File: src/rtl/synch_bin_down_count.sv
// rtl/synch_bin_down_count.sv - loadable synchronous binary down counter / interval timer
// Counts a loaded value down to zero on enabled cycles, pulses tc, then stops or reloads.
module synch_bin_down_count #(
  parameter int NBITS = 4
) (
  input  logic             clk,
  input  logic             rst,
  input  logic             ena,
  input  logic             load,
  input  logic [NBITS-1:0] load_val,
  input  logic             auto_reload,
  output logic [NBITS-1:0] counter,
  output logic             tc,
  output logic             busy,
  output logic             done
);

  typedef enum logic [1:0] {
    ST_IDLE = 2'd0,
    ST_RUN  = 2'd1,
    ST_DONE = 2'd2
  } state_t;

  state_t           state_q, state_d;
  logic [NBITS-1:0] counter_q, counter_d;
  logic [NBITS-1:0] reload_q, reload_d;
  logic             tc_q, tc_d;

  always_ff @(posedge clk or negedge rst) begin
    if (!rst) begin
      state_q   <= ST_IDLE;
      counter_q <= '0;
      reload_q  <= '0;
      tc_q      <= 1'b0;
    end else begin
      state_q   <= state_d;
      counter_q <= counter_d;
      reload_q  <= reload_d;
      tc_q      <= tc_d;
    end
  end

  always_comb begin
    state_d   = state_q;
    counter_d = counter_q;
    reload_d  = reload_q;
    tc_d      = 1'b0;
    if (load) begin
      reload_d  = load_val;
      counter_d = load_val;
      // A zero load is an immediate terminal count, independent of auto_reload.
      if (load_val == '0) begin
        state_d = ST_DONE;
        tc_d    = 1'b1;
      end else begin
        state_d = ST_RUN;
      end
    end else begin
      case (state_q)
        ST_RUN: begin
          if (ena) begin
            if (counter_q > NBITS'(1)) begin
              counter_d = counter_q - NBITS'(1);
            end else if (counter_q == NBITS'(1)) begin
              counter_d = '0;
              tc_d      = 1'b1;
              state_d   = auto_reload ? ST_RUN : ST_DONE;
            end else begin
              // Sitting at zero in RUN only happens on the auto-reload path.
              counter_d = reload_q;
            end
          end
        end
        ST_IDLE, ST_DONE: begin
          state_d = state_q;
        end
        default: begin
          state_d = ST_IDLE;
        end
      endcase
    end
  end

  assign counter = counter_q;
  assign tc      = tc_q;
  assign busy    = (state_q == ST_RUN);
  assign done    = (state_q == ST_DONE);

endmodule
File: config.mk
export PLATFORM = sky130hd
export DESIGN_NAME = synch_bin_down_count
export DESIGN_NICKNAME = d
export VERILOG_FILES = /design/src/rtl/synch_bin_down_count.sv
export SDC_FILE = /design/constraint.sdc
export NUM_CORES = 1
export LEC_CHECK = 0
export ABC_AREA = 0
export BUFFER_PORTS_ARGS = -buffer_cell sky130_fd_sc_hd__buf_2
export CAP_MARGIN = 15
export CORE_MARGIN = 3
export CORE_UTILIZATION = 40
export CTS_CLUSTER_DIAMETER = 60
export DETAILED_ROUTE_END_ITERATION = 6
export PLACE_DENSITY_LB_ADDON = 0.15
export SKIP_LAST_GASP = 1
export SLEW_MARGIN = 20
export SYNTH_ARGS = -nofsm -noshare
export SYNTH_HDL_FRONTEND = slang
export SYNTH_SLANG_ARGS = --single-unit
File: constraint.sdc
create_clock -name clk -period 3.4 [get_ports clk]
set_input_delay 0.68 -clock clk [delete_from_list [all_inputs] [get_ports clk]]
set_output_delay 0.68 -clock clk [all_outputs]
set_load 0.01 [all_outputs]
After elaboration in Yosys (flattened, before gate mapping)
Cells that the tools add are included.
Word-level totals
  register bits after elaboration: 11
  word-level logic and storage cells: 38
Operators by class
  add/subtract/negate cells: 1
  $lt $le $gt $ge: 1
  equality and inequality tests: 7
  multiplexer cells: 18
  reduce and logical (&&, ||, !) cells: 7
Operators by type and width (count)
  two-way mux 4 bit: 5
  two-way mux 2 bit: 6
  two-way mux 1 bit: 6
  != test 3 bit (second input constant): 2
  == test 4 x 1 -> 1 bit (second input constant): 1
  > comparator 4 x 1 -> 1 bit (second input constant): 1
  zero test 4 bit: 1
  one-hot mux 2 bit (2 select lines): 1
  AND reduction 4 bit: 1
  nonzero test 2 bit: 2
  subtractor 4 x 1 -> 4 bit (second input constant): 1
  != test 3 x 2 -> 1 bit (second input constant): 1
  == test 2 x 1 -> 1 bit (second input constant): 1
  == test 2 bit (second input constant): 1
  zero test 2 bit: 1
  != test 2 bit (second input constant): 1
  AND reduction 2 bit: 1
  OR reduction 2 bit: 1

Depth between registers and ports, before layout
Gate-level depths: netlist of run 1.
  depth in word-level cells: 6
  gate-level depth with buffers: 5
  gate-level depth less buffers: 5

Worst setup path before layout of run 1
OpenSTA, ideal clock, no wires.
  path type: reg-to-reg
  start: register counter_q[0], in the netlist counter[0]
  end: register counter_q[3], in the netlist counter[3]
  library setup time: 0.126 ns
  data arrival time: 1.440 ns
  required time: 3.274 ns
  slack: 1.834 ns
  cell stages (with the launch flop): 6
  buffers on the path: 0
  period minus slack after synthesis: 1.566 ns
  cells stage by stage: dfrtp_1 > inv_1 > ha_1 > o21bai_1 > a31o_2 > a221o_1
On the way
  word-level cells in the longest chain between the ends: 6
  elaborated cells between the ends (all ways): 8
  classes of those cells: 1 x add/sub; 1 x order compare; 1 x eq/ne; 5 x mux
RTL lines
  start, declared: line 25  | logic [NBITS-1:0] counter_q, counter_d;
  start signal, assigned: line 37  | counter_q <= counter_d;
  branches (longest 2 deep; another with subtractor 4 x 1 -> 4 bit)
  two-way mux 4 bit (*): line 62  | if (counter_q > NBITS'(1)) begin
  two-way mux 4 bit (*): line 61  | if (ena) begin
  two-way mux 4 bit (*): line 59  | case (state_q)
  two-way mux 4 bit (*): line 48  | if (load) begin
Every way passes the cells marked *. The select of a mux whose other input is x is not followed.
A chain may end at the register's enable or synchronous reset.

Worst setup path in the final report of run 1
  start: register state_q[1]
  end: output done
On the way
  word-level cells in the longest chain between the ends: 1
RTL lines
  start, declared: line 24  | state_t state_q, state_d;
  start signal, assigned: line 36  | state_q <= state_d;
  == test 2 bit: line 87  | assign done = (state_q == ST_DONE);
  end, declared: line 15  | output logic done
No other way between the ends.

==> summary.log, run 1 <==
INFO  status         status=finished clean
INFO  floorplanning  dieHeight=46.1um
INFO  yosys          synth.largest_area_cell=dfrtp_1
INFO  setup_path     critical_path_peak_fanout=5
INFO  yosys          synth.distinct_cells=27
INFO  run            cap_violations=0
INFO  timing         report.final.setup_viol=0
INFO  setup_path     setup.worst_path.end_class=output pin
INFO  clock_network  postCtsSetupBuffers=0
INFO  yosys          share_of_synthesized_cell_area_in_full_adder_half_adder_and_majority_cells=0.0389
INFO  yosys          synth-edff-count=0
INFO  setup_path     reg2reg_to=state_q[0]
INFO  setup_path     cell_chain_of_the_critical_path=nor2b_1 -> buf_2
INFO  yosys          postSynthNetCount=70
INFO  setup_path     worst-r2r-cell-count=5
INFO  routing        num_vias=515
INFO  setup_path     worstSetupStartpointType=flip-flop
INFO  floorplanning  floorplan.initialDensity=0.460
INFO  yosys          synth.ff_latch_count=11
INFO  yosys          complex_gate_fraction_of_the_synthesized_area=0.161
INFO  yosys          synth_simple_gate_area_frac=0.247
INFO  place          globalplace.congestion=0.751
INFO  hold_path      hold_path.class=input port to asynchronous set/reset pin
INFO  setup_path     arrival=1040ps
INFO  yosys          syn-mean-instance-area=10.9squm
INFO  pwr            netSwitchingPower=0.0980mW
INFO  clock_network  post_cts.resized_instances=0
INFO  yosys          synth.area.top_cells=dfrtp_1, a221o_1, mux2i_1
INFO  routing        totalWireLength=1340um
INFO  yosys          yosys.area_share.xor_xnor=0
INFO  yosys          synth_largest_type_area_fraction=0.428
INFO  routing        via_per_inst=5.60
INFO  pwr            pwr-share-comb=0.242
INFO  global_route   pin_count_of_the_biggest_net_entering_global_routing=18
INFO  pwr            p_clk_frac=0.269
INFO  pwr            power.leakage=0.351nW
INFO  place          io_buffer_count=15
INFO  routing        drt_iter0_drc=9
INFO  routing        detail_route.first_pass.iterations=4
INFO  yosys          fraction_of_synthesized_area_in_multiplexers=0.0817
INFO  setup_path     cell_family_with_most_cp_delay=flip-flops
INFO  yosys          synth_async_sr_flop_share=1.00
INFO  clock_network  tritoncts=built
INFO  yosys          synth-main-ff-cell=dfrtp_1
INFO  timing         finalMaxSlewViolations=0
INFO  yosys          post-synth-top-count-cell=dfrtp_1
INFO  routing        wire_per_inst=14.5um
INFO  floorplanning  die-width=46.1um
INFO  global_route   grt_pass1_wl=2180um
INFO  setup_path     crit_type=flip-flop to output pin
INFO  final_layout   utilization_after_layout=0.542
INFO  setup_path     crit_required=2720ps
INFO  pwr            power.share.switching=0.300
INFO  pwr            worst_ir_drop_vdd=0.000290V
INFO  clock_network  cts-root-buf=clkbuf_4
INFO  clock_network  post_cts_hold_buffer_count=0
INFO  yosys          syn-instance-count=59
INFO  floorplanning  floorplan_die_area=0.00212sqmm
INFO  final_layout   fillerInstances=138
INFO  timing         worst_slew_margin_rel=0.731
INFO  global_route   global_route.overflow_total=0
INFO  global_route   antenna_found_initial=0
INFO  final_layout   num_antenna_cells=0
INFO  final_layout   final-instance-count-excl-fill=92
INFO  timing         timing.final.hold_violations=0
INFO  yosys          combinational_family_with_the_most_area_after_synthesis=simple AND/OR/NAND/NOR gates
INFO  timing         setup_repair_after_global_routing_missed_its_margin=false
INFO  timing         worst-slew-pin-transition=393ps
INFO  timing         fin_crit_sh=0.505
INFO  final_layout   final_layout_size_suffix_gt1_frac=0.325
INFO  routing        ant_nets=0
INFO  yosys          synth_commonest_cells=dfrtp_1, inv_1, nor2b_1
INFO  setup_path     regToRegSetupSlack=1780ps
INFO  timing         setup_total_negative_slack=0ps
INFO  floorplanning  fp.coreArea=0.00140sqmm
INFO  setup_path     critPathSlowestCell=dfrtp_1
INFO  yosys          cell_area_after_synthesis=643squm
INFO  floorplanning  io_pins=16
INFO  timing         final_critical_path_required_period=1720ps
INFO  floorplanning  core.rowCount=13
INFO  yosys          syn_warnings=0
INFO  clock_network  inserted_clock_buffers=3
INFO  final_layout   layout-area-overhead-vs-synth=17.9%
INFO  global_route   grt_use_total=0.152
INFO  clock_network  clockBufferDepth=2
INFO  clock_network  numClockSinks=11
INFO  clock_network  clk_pin_slew_worst_paths=70ps
INFO  routing        drc=0
INFO  setup_path     timing.critical_path.buf_inv=1
INFO  pwr            power.share.sequential=0.490
INFO  yosys          synth_sequential_area_ratio=0.428
INFO  pwr            power.internal=0.229mW
INFO  timing         max_freq=583MHz
INFO  setup_path     timing.rr.start=counter[1]
INFO  final_layout   final_net_count=89
INFO  clock_network  clk-insertion-delay-late=260ps
INFO  clock_network  h-tree-depth=1
INFO  setup_path     max_stage_delay=390ps
INFO  timing         worst_clock_skew=3.98ps
INFO  place          post-place-cells=88
INFO  pwr            power.density_cell_area=431mW/mm^2
INFO  place          hpwl=1040um
INFO  global_route   first_global_vias=478
[through the flow]
step / instance area, sq um / hold WS [ps] / setup WS (ps) / power [mW]
2_1_floorplan: 643 / 384 / 1830 / 0.213
3_3_place_gp: 732 / 485 / 1690 / 0.242
3_5_place_dp: 732 / 497 / 1650 / 0.242
4_1_cts: 758 / 267 / 1690 / 0.333
5_1_grt: 758 / 256 / 1630 / 0.358
6_report: 758 / 271 / 1680 / 0.327
[worst max path at each step]
stage	slack, ps	start	cells past startpoint	endpoint
after floorplan	1830	counter[0]	5	counter[3]
after global placement	1690	load_val[1]	4	state_q[0]
after detailed placement	1650	load_val[1]	4	state_q[0]
after CTS	1690	state_q[1]	2	done
after global routing	1630	state_q[1]	2	done
final	1680	state_q[1]	2	done
[cells by family (layout without fill, tap and decap cells)]
| family | after synthesis | after routing |
|---|---|---|
| and+or+nand+nor | 21 | 21 |
| AOI/OAI and AO/OA | 13 | 13 |
| DFF | 11 | 11 |
| buffers and inverters | 7 | 25 |
| muxes | 5 | 5 |
| adders and majority gates | 2 | 2 |
[layer usage]
| metal | global-route usage | share of wire |
|---|---|---|
| met4 | 0.0511 | 0.0090 |
| met2 | 0.220 | 0.47 |
| met1 | 0.197 | 0.46 |
| met3 | 0.0703 | 0.061 |
| met5 | 0 | 0 |
[worst register-to-register path, delay by kind of cell (launching register included)]
kind,cells,cell delay [ps]
compound gates,2,490
fa+ha+maj,1,160
buf+inv,1,110
flops,1,440
simple gates,1,290
[power groups by stage]
stage / clock network, mW / logic [mW] / registers (mW)
after floorplan: 0 / 0.0498 / 0.163
final: 0.0877 / 0.0789 / 0.160
after global routing: 0.106 / 0.0898 / 0.162
after CTS: 0.0932 / 0.0801 / 0.160
after global placement: 0 / 0.0795 / 0.162
after detailed placement: 0 / 0.0794 / 0.163
[placed cells by master (no fill, tap or decap), types with 2 or more instances in the layout]
| cell | synthesis | routed |
|---|---|---|
| a21oi_1 | 2 | 2 |
| clkbuf_4 | 0 | 3 |
| nor2b_1 | 4 | 4 |
| mux2_2 | 2 | 2 |
| nor3b_2 | 2 | 2 |
| nor2_1 | 2 | 2 |
| mux2i_1 | 3 | 3 |
| dfrtp_1 | 11 | 11 |
| ha_1 | 2 | 2 |
| nand2_1 | 2 | 2 |
| inv_1 | 6 | 6 |
| o21bai_1 | 3 | 3 |
| and2_1 | 3 | 3 |
| buf_2 | 1 | 15 |
| a221o_1 | 3 | 3 |
[registers in the layout, summed over array words and instances (netlist names)]
register / cells
tc: 1
counter: 4
state_q: 2
reload_q: 4
[cell type report]
type / instances / area (sq um) / share of cell area
multi-input combinational: 41 / 340 / 0.449
tap: 15 / 18.8 / 0.0248
inverter: 6 / 22.5 / 0.0297
clock buffer: 4 / 26.3 / 0.0347
timing repair buffer: 15 / 75.1 / 0.0990
sequential: 11 / 275 / 0.363
(Power assumes the default switching activity.)
==> run 2, diff against run 1 <==
Clock period 3.4 ns to 1.4 ns, I/O delays scaled along.
==> run 2 against run 1 <==
Against the previous run:
- the run now ends with negative setup slack left
- clock-buffer cell count stayed put
- global-route usage is 0.41 points higher
- non-clock buffer count is 8 higher
- utilization is 8.8 points higher
- first-iteration DRC count is 22% higher
- wire length is 5.1% higher
- critical path type is now flip-flop to flip-flop
- critical endpoint is now counter[3]
==> summary.log, run 2 (same netlist as run 1, synthesis figures left out) <==
INFO  timing         final_critical_path_required_period=1450ps
INFO  run            cap_violations=0
INFO  final_layout   num_antenna_cells=0
INFO  pwr            worst_ir_drop_vdd=0.000551V
INFO  pwr            power.density_cell_area=994mW/mm^2
INFO  floorplanning  dieHeight=46.1um
INFO  timing         max_freq=690MHz
INFO  floorplanning  io_pins=16
INFO  setup_path     crit_type=flip-flop to flip-flop
INFO  timing         finalMaxSlewViolations=0
INFO  place          hpwl=1100um
INFO  global_route   first_global_vias=507
INFO  clock_network  clk_pin_slew_worst_paths=70ps
INFO  global_route   met3_usage=0.0352
INFO  timing         tightest_hold_margin=236ps
INFO  routing        detail_route.first_pass.iterations=4
INFO  global_route   grt_util_met1=0.217
INFO  clock_network  cts-root-buf=clkbuf_4
INFO  routing        drt_iter0_drc=11
INFO  final_layout   mostFrequentLayoutCell=buf_2
INFO  routing        ant_nets=0
INFO  floorplanning  floorplan.initialDensity=0.460
INFO  global_route   global_route.peak_usage_layer=met2
INFO  clock_network  h-tree-depth=1
INFO  clock_network  clk-insertion-delay-late=260ps
INFO  final_layout   most-common-layout-cells=buf_2, dfrtp_1, buf_4, inv_1, nor2b_1
INFO  setup_path     worstSetupStartpointType=flip-flop
INFO  setup_path     regToRegSetupSlack=-50ps
INFO  timing         setup_total_negative_slack=-158ps
INFO  timing         fin_crit_sh=1.04
INFO  pwr            power.leakage=0.400nW
INFO  timing         timing.final.hold_violations=0
INFO  routing        wire_per_inst=14.1um
INFO  timing         worst_slack=-49.7ps
INFO  clock_network  clockBufferDepth=2
INFO  global_route   global_route.overflow_total=0
INFO  routing        totalWireLength=1410um
INFO  clock_network  numClockSinks=11
INFO  status         violated_checks=negative setup slack
INFO  final_layout   layout-area-overhead-vs-synth=37.0%
INFO  routing        drc=0
INFO  timing         report.final.setup_viol=4
INFO  global_route   gr-usage-met2=0.228
INFO  global_route   antenna_found_initial=0
INFO  place          io_buffer_count=15
INFO  floorplanning  die-width=46.1um
INFO  hold_path      worst_hold_startpoint=auto_reload
INFO  floorplanning  floorplan_die_area=0.00212sqmm
INFO  setup_path     crit_required=1550ps
INFO  final_layout   final_layout_size_suffix_gt1_frac=0.482
INFO  routing        via_per_inst=5.55
INFO  clock_network  inserted_clock_buffers=3
INFO  setup_path     arrival=1600ps
INFO  routing        num_vias=555
INFO  global_route   grt_use_total=0.156
INFO  place          place_ws=-81.3ps
INFO  floorplanning  fp.coreArea=0.00140sqmm
INFO  timing         worst_clock_skew=1.32ps
INFO  hold_path      hold_path.class=input port to flip-flop
INFO  place          globalplace.congestion=0.788
INFO  setup_path     timing.rr.start=counter[1]
INFO  status         status=finished, violations left
INFO  clock_network  tritoncts=built
INFO  global_route   grt_pass1_wl=2320um
INFO  setup_path     critical_path_peak_fanout=4
INFO  setup_path     setup.worst_path.end_class=flip-flop
INFO  final_layout   final_net_count=97
INFO  timing         worst-slew-pin-transition=322ps
INFO  timing         setup_repair_after_global_routing_missed_its_margin=true
INFO  global_route   pin_count_of_the_biggest_net_entering_global_routing=18
INFO  floorplanning  core.rowCount=13
INFO  setup_path     launch_point_of_the_worst_path=counter[1]
INFO  timing         worst_slew_margin_rel=0.786
-- run 2: cell count changes in the layout (fill, tap and decap cells not counted), sizes merged --
cell,delta
dlygate4sd3,+1
buf,+7
-- run 2: path summary, 6_finish.rpt --
path	to	depth (start not counted)
hold reg to reg	reload_q[0]	2
hold / removal	state_q[1]	2
min in group asynchronous	counter[3]	2
setup reg to reg	counter[3]	5
max in group asynchronous	counter[0]	2
setup / recovery	counter[3]	5
-- run 2: repair_timing --
item	in CTS	in global routing
hold buffers	1	0
pin swaps	2	5
gates resized for setup	5	2
buffers inserted	0	2
setup endpoints to repair	4	4
endpoints found under the hold margin	11	0
-- run 2: worst max-delay path: stages (launching register included) --
cell and delay (ps):
dfrtp_2 420, inv_4 80, ha_4 130, nor3b_4 280, nor4b_2 80, a221o_1 350
-- run 2: where the power goes --
part           leakage, nW  internal, mW  switching, mW  total, mW
sequential           0.131         0.351         0.0406      0.392
combinational        0.254         0.149          0.126      0.276
clock               0.0150         0.110         0.0986      0.209
total                0.400         0.610          0.265      0.876
-- run 2: layer usage --
metal  part of all wire  routed length (um)
met5                  0                   0
met4              0.018                  25
met3              0.043                  61
met2               0.45                 633
met1               0.49                 686
-- run 2: area by class of cell --
cell class / instances / area (sq um)
fillers: 115 / 518
repair buffers: 23 / 138
multi-input cells: 41 / 395
inverters: 6 / 25.0
well taps: 15 / 18.8
clock buffers: 4 / 26.3
flip-flops and latches: 11 / 278
-- run 2: stage by stage --
step	area, sq um	util	total power, mW	cells
after floorplan	666	-	0.536	59
after detailed placement	792	0.566	0.635	93
final	881	0.630	0.876	100
after global placement	792	0.566	0.632	93
after CTS	855	0.611	0.868	98
after global routing	881	0.630	0.937	100
